==> src/rtl/btn_click_classifier.sv <==
// btn_click_classifier: turns single-cycle debounced press pulses into
// single / double / triple click gestures using a sliding inter-click window.
// Each classification is reported as a registered one-cycle pulse.
module btn_click_classifier #(
  parameter int WINDOW_COUNT = 30_000_000
) (
  input  logic       clk,
  input  logic       rst,
  input  logic       i_btn,
  output logic       o_single,
  output logic       o_double,
  output logic       o_triple,
  output logic       o_busy,
  output logic [1:0] o_state
);

  localparam int CNT_W = (WINDOW_COUNT > 2) ? $clog2(WINDOW_COUNT) : 1;
  localparam logic [CNT_W-1:0] CNT_LAST = CNT_W'(WINDOW_COUNT - 1);
  localparam logic [CNT_W-1:0] CNT_ONE  = CNT_W'(1);

  typedef enum logic [1:0] {
    IDLE   = 2'd0,
    ONE    = 2'd1,
    TWO    = 2'd2,
    UNUSED = 2'd3
  } state_t;

  state_t           state_q, state_d;
  logic [CNT_W-1:0] cnt_q, cnt_d;
  logic             single_d, double_d, triple_d;
  logic             timeout;

  // The window has expired once the counter sits on its last value; it is
  // never advanced past that point, so it cannot wrap.
  assign timeout = (cnt_q == CNT_LAST);

  // Next-state, counter and pulse decode; a click always beats a timeout.
  always_comb begin
    // NOTE: every output of this block gets a default first, so no path
    // leaves a signal unassigned and no latch is inferred.
    state_d  = state_q;
    cnt_d    = cnt_q;
    single_d = 1'b0;
    double_d = 1'b0;
    triple_d = 1'b0;
    unique case (state_q)
      IDLE: begin
        cnt_d = '0;
        if (i_btn) state_d = ONE;
      end
      ONE: begin
        if (i_btn) begin
          state_d = TWO;
          cnt_d   = '0;
        end else if (timeout) begin
          state_d  = IDLE;
          cnt_d    = '0;
          single_d = 1'b1;
        end else begin
          cnt_d = cnt_q + CNT_ONE;
        end
      end
      TWO: begin
        if (i_btn) begin
          state_d  = IDLE;
          cnt_d    = '0;
          triple_d = 1'b1;
        end else if (timeout) begin
          state_d  = IDLE;
          cnt_d    = '0;
          double_d = 1'b1;
        end else begin
          cnt_d = cnt_q + CNT_ONE;
        end
      end
      default: begin
        // Unused encoding recovers to IDLE silently.
        state_d = IDLE;
        cnt_d   = '0;
      end
    endcase
  end

  // State, window counter and registered gesture pulses; reset drops any
  // gesture in progress without emitting a pulse.
  always_ff @(posedge clk or negedge rst) begin
    if (!rst) begin
      state_q  <= IDLE;
      cnt_q    <= '0;
      o_single <= 1'b0;
      o_double <= 1'b0;
      o_triple <= 1'b0;
    end else begin
      // NOTE: non-blocking assignments so every register samples the values
      // from before this edge, independent of statement order.
      state_q  <= state_d;
      cnt_q    <= cnt_d;
      o_single <= single_d;
      o_double <= double_d;
      o_triple <= triple_d;
    end
  end

  // Status outputs decode the state register only.
  assign o_busy  = (state_q != IDLE);
  assign o_state = state_q;

endmodule

==> config.mk <==
export PLATFORM = sky130hd
export DESIGN_NAME = btn_click_classifier
export DESIGN_NICKNAME = d
export VERILOG_FILES = /design/src/rtl/btn_click_classifier.sv
export SDC_FILE = /design/constraint.sdc
export NUM_CORES = 1
export LEC_CHECK = 0
export CAP_MARGIN = 5
export CORE_MARGIN = 4
export CORE_UTILIZATION = 40
export CTS_BUF_LIST = sky130_fd_sc_hd__clkbuf_2 sky130_fd_sc_hd__clkbuf_4 sky130_fd_sc_hd__clkbuf_8
export DETAILED_ROUTE_END_ITERATION = 12
export DONT_BUFFER_PORTS = 1
export GPL_ROUTABILITY_DRIVEN = 0
export PLACE_DENSITY = 0.56
export SLEW_MARGIN = 25
export SYNTH_ARGS = -nofsm -noshare
export SYNTH_HDL_FRONTEND = slang
export SYNTH_SLANG_ARGS = --single-unit
==> constraint.sdc <==
create_clock -name clk -period 3.2 [get_ports clk]
set_input_delay 0.48 -clock clk [delete_from_list [all_inputs] [get_ports clk]]
set_output_delay 0.48 -clock clk [all_outputs]
set_load 0.005 [all_outputs]
==> After elaboration in Yosys (flattened, before gate mapping) <==
Index checks and enable logic that the tools add are counted.
{ "totals": {"reg_bits": 30, "latch_bits": 0, "mem_bits_rw": 0, "romBits": 0, "elab_cells": 27, "mem_count": 0} }
{ "classes": {"add_sub_neg": 1, "n_mul": 0, "div": 0, "magnitude_cmp": 0, "eq_ne": 4, "shifts": 0, "n_mux": 14, "bitwise": 0, "reduce_logical": 3} }
{ "op_table": {"columns": ["op", "count"], "rows": [
  ["two-way mux 25 bit", 3],
  ["adder 25 x 1 -> 25 bit (second input constant)", 1],
  ["equality test 25 bit (second input constant)", 1],
  ["two-way mux 2 bit", 4],
  ["two-way mux 1 bit", 6],
  ["case mux 2 bit (3 select lines)", 1],
  ["equality test 2 x 1 -> 1 bit (second input constant)", 1],
  ["equality test 2 bit (second input constant)", 1],
  ["logical NOT 2 bit", 1],
  ["!= test 2 bit (second input constant)", 1],
  ["nonzero test 2 bit", 1],
  ["OR reduction 2 bit", 1]
]} }

==> Longest topological paths before layout <==
{ "logic_depth": {"ltp_word": 4, "depth_mapped": 7} }

==> Worst setup path after synthesis <==
OpenSTA, ideal clock, no wires.
{ "synth_path": {"path_kind": "flip-flop to flip-flop", "start": "register cnt_q[0]", "end": "register cnt_q[24]", "arrival_ns": 1.720, "t_required_ns": 3.122, "slack_ns": 1.402, "stages_incl_launch_ff": 6, "synth_period_minus_slack_ns": 1.798, "cell_sequence": "dfrtp_1 -> ha_1 -> nand3_1 -> or4_4 -> or4_1 -> a21oi_1"} }
{ "synth_via": {"elab_chain_len": 4, "elab_cells_between_ends": 5, "cone_classes": "add/sub (1); eq/ne (1); mux (3)"} }
{ "synth_rtl": {"columns": ["element", "line_no", "text"], "rows": [
  ["start, declared", "29", "logic [CNT_W-1:0] cnt_q, cnt_d;"],
  ["start signal, assigned", "97", "cnt_q <= cnt_d;"],
  ["adder 25 x 1 -> 25 bit / equality test 25 bit (equally long branches)", "60, 73, 35", null],
  ["two-way mux 25 bit *", "55, 68", null],
  ["two-way mux 25 bit *", "64", "if (i_btn) begin"],
  ["two-way mux 25 bit *", null, null],
  ["via cnt_d[24]", "29", null]
]} }
The timed path passes the listed nets; every way through them passes the cells marked *.
A chain may end at the register's enable or synchronous reset.

==> Final worst setup path <==
{ "layout_path": {"start": "register cnt_q[0]", "end": "register cnt_q[22]"} }
Same word-level chain as after synthesis.

==> out/qor.log <==
qor: route.routed_wire_length_per_instance 14.8 um
qor: pwr.pwr_density_cell 519 nW/um^2
qor: sta.rsz0062_at_grt no
qor: worst_setup_path.reg2regPathDepth 5
qor: route.drt.antenna.violating_nets 0
qor: synthesis.synth-main-ff-cell dfrtp_1
qor: finish.drive_above_1_share 9.09%
qor: placed_design.portBuffers 0
qor: synthesis.seq_area_frac_synth 47.4%
qor: synthesis.postSynthRegisterBits 30
qor: worst_setup_path.cp_num_buf_inv 0
qor: clock_tree.clk_root_buffer_cell clkbuf_8
qor: status.status completed
qor: floorplanning.fp.coreArea 3740 um^2
qor: route.met2WireLength 1420 um
qor: floorplanning.chipHeight 70.9 um
qor: sta.achievable_frequency 0.493 GHz
qor: global_routing.global_route_wire_length_before_repair 5580 um
qor: pwr.power_frac_seq 47.7%
qor: route.drc 0
qor: finish.layout.area.seq 751 um^2
qor: sta.finalSetupTns 0 ns
qor: finish.multi_input_area 782 um^2
qor: synthesis.synthCells 163
qor: floorplanning.std_cell_rows 22
qor: pwr.p_comb_share 18.8%
qor: worst_setup_path.rr_endpoint cnt_q[22]
qor: route.routed_wl 3160 um
qor: clock_tree.tritoncts.num_buffers 5
qor: floorplanning.die_w 70.9 um
qor: route.vias 1194
qor: finish.final_cell_mix 30 x dfrtp_1, 19 x nor2_1, 10 x nand4_1
qor: floorplanning.initial_utilization 42.3%
qor: route.drt_iter0_drc 104
qor: route.routed_via_density 5.61
qor: synthesis.mappedNetlistNets 171
qor: pwr.power.share.switching 29.8%
qor: global_routing.maximum_number_of_pins_on_one_net_before_global_route_repair 31
qor: floorplanning.design.die.area 5030 um^2
qor: sta.hold-worst-slack 0.0104 ns
qor: finish.relative_area_change_from_synthesis_to_final_layout 8.93%
qor: global_routing.grt_antenna_before_repair 0
qor: pwr.leakagePower 0.675 nW
qor: clock_tree.post-cts-setup-buffers 0
qor: finish.final_common_cell dfrtp_1
qor: synthesis.synth.avg_cell_area 9.72 um^2
qor: global_routing.via_count_of_the_first_global_routing_pass 1104
qor: clock_tree.htreeDepth 2
qor: worst_setup_path.reg2reg_from cnt_q[0]
qor: worst_setup_path.critical_path.max_fanout 8
qor: sta.post-route-period-util 63.4%
qor: pwr.power.total 0.000896 W
qor: worst_setup_path.critPathMaxStageDelay 0.50 ns
qor: worst_setup_path.cp_cell_sequence ha_1 -> and3_1 -> nand4_1 -> or4_1 -> a21oi_1
qor: job.drv.max_cap_violation_count 0
qor: finish.fillerInstances 365
qor: worst_setup_path.reg2reg_setup_slack 1.17 ns
qor: finish.count_of_antenna_diodes_in_the_layout 0
qor: clock_tree.tritoncts yes
qor: sta.max-slew-margin-rel 76.3%
qor: sta.fin_skew 0.00960 ns
qor: sta.fin_crit 2.03 ns
qor: pwr.vdd.ir_drop.worst 0.000270 V
qor: sta.worst-slew-pin-transition 0.353 ns
qor: clock_tree.postCtsResizedCells 0
qor: worst_setup_path.crit_slowest_cell or4_1
qor: synthesis.ys_warn_count 0
qor: pwr.power.clock.fraction 33.5%
qor: worst_setup_path.cp_num_cells 5
qor: clock_tree.clock_latency_of_the_later_clocked_register_in_the_worst_skew_pair 0.28 ns
qor: route.topRoutingLayerUsed met4
qor: pwr.p_switching 0.000267 W
qor: synthesis.synthArstFlopShare 100%
qor: placed_design.post-dp-hpwl 2200 um
qor: clock_tree.clk_pin_slew_worst_paths 0.06 ns
qor: sta.timing.final.max_slew_violations 0
qor: worst_setup_path.critical_path_class reg -> reg
qor: finish.fin_util 46.1%
qor: finish.layout.nets 174
qor: route.wl_met3 171 um
qor: worst_setup_path.worst_setup_path_start_kind flop
qor: global_routing.grtUsageTotal 14.4%
qor: floorplanning.boundaryPins 9
qor: sta.final-setup-viol-count 0
qor: route.drt_pre_antenna_iters 4
qor: global_routing.overflow_left_after_global_routing 0
qor: worst_hold_path.hp-class in -> async
qor: route.detail_route.wirelength.met1 1520 um
qor: clock_tree.numClockSinks 30
qor: worst_setup_path.cpLargestDelayFamily simple AND/OR/NAND/NOR gates
qor: clock_tree.clock_tree.buffer_depth 2
qor: synthesis.synth-edff-count 0
qor: worst_setup_path.critical_path_required 3.40 ns
qor: synthesis.synthesis.area 1580 um^2
qor: sta.finalHoldViolCount 0
qor: worst_setup_path.crit_end_element flop
qor: pwr.internal_power 0.000629 W
qor: synthesis.post_synth_num_cell_types 34
qor: worst_setup_path.cp.arrival 2.23 ns
## synth_stat cells, types with 2 or more instances
| library cell | number | area [um^2] |
|---|---|---|
| or3_1 | 7 | 43.8 |
| inv_1 | 6 | 22.5 |
| and2_1 | 3 | 18.8 |
| buf_2 | 4 | 20.0 |
| nor3_1 | 4 | 20.0 |
| o21ai_0 | 7 | 35.0 |
| nor3b_1 | 2 | 15.0 |
| and4_1 | 4 | 35.0 |
| dfrtp_1 | 30 | 751 |
| nor2_1 | 19 | 71.3 |
| o31ai_1 | 4 | 30.0 |
| a21oi_1 | 9 | 45.0 |
| nor4_1 | 2 | 12.5 |
| ha_1 | 5 | 62.6 |
| nand3_1 | 7 | 35.0 |
| xor2_1 | 8 | 70.1 |
| xnor2_1 | 6 | 52.6 |
| nand4_1 | 10 | 62.6 |
| nand2_1 | 9 | 33.8 |
| or4_1 | 3 | 22.5 |
## per-layer routing
metal / global-route usage, % / up-vias
met5: 0 / -
met4: 6.47 / 0
met3: 5.97 / 6
met2: 19.1 / 20
met1: 20.3 / 575
li1: - / 593
## power groups by stage
stage	Combinational [W]	Clock [W]	Sequential (W)
floorplan	0.000128	0	0.000428
global placement	0.000158	0	0.000432
CTS	0.000173	0.000312	0.000427
detailed placement	0.000161	0	0.000435
finish	0.000169	0.000300	0.000427
global route	0.000194	0.000334	0.000433
## state kept, by name (all words and copies together) (netlist names)
name	flops
o_single	1
o_triple	1
o_state	2
o_double	1
cnt_q	25
## logic make-up after synthesis
logic type	share of synthesized area (%)
simple gates	27.5
flops	47.4
compound gates	10.2
xor+xnor	7.74
buf+inv	3.24
fa+ha+maj	3.95
## timing repair
action,in CTS,in global routing
hold buffers,1,0
setup endpoints to repair,0,0
endpoints found under the hold margin,30,0
## final cells by class
type,count,area share [%]
well taps,48,3.48
inverters,6,1.31
multi-input cells,121,45.3
flip-flops and latches,30,43.5
repair buffers,2,1.60
clock buffers,6,4.79
## how the worst max path moves through the flow
stage                      endpoint      start
after global placement    cnt_q[21]  cnt_q[10]
after floorplan           cnt_q[24]   cnt_q[0]
after global routing      cnt_q[22]   cnt_q[0]
after CTS                 cnt_q[22]   cnt_q[0]
final                     cnt_q[22]   cnt_q[0]
after detailed placement  cnt_q[22]   cnt_q[0]
## through the flow
stage	area [um^2]	std cells	worst slack, ns
after floorplan	1580	163	1.40
after global placement	1620	206	1.23
after detailed placement	1620	206	1.20
after CTS	1730	213	1.18
after global routing	1730	213	0.963
final	1730	213	1.17
No activity file was read; power rests on OpenSTA's default activity.
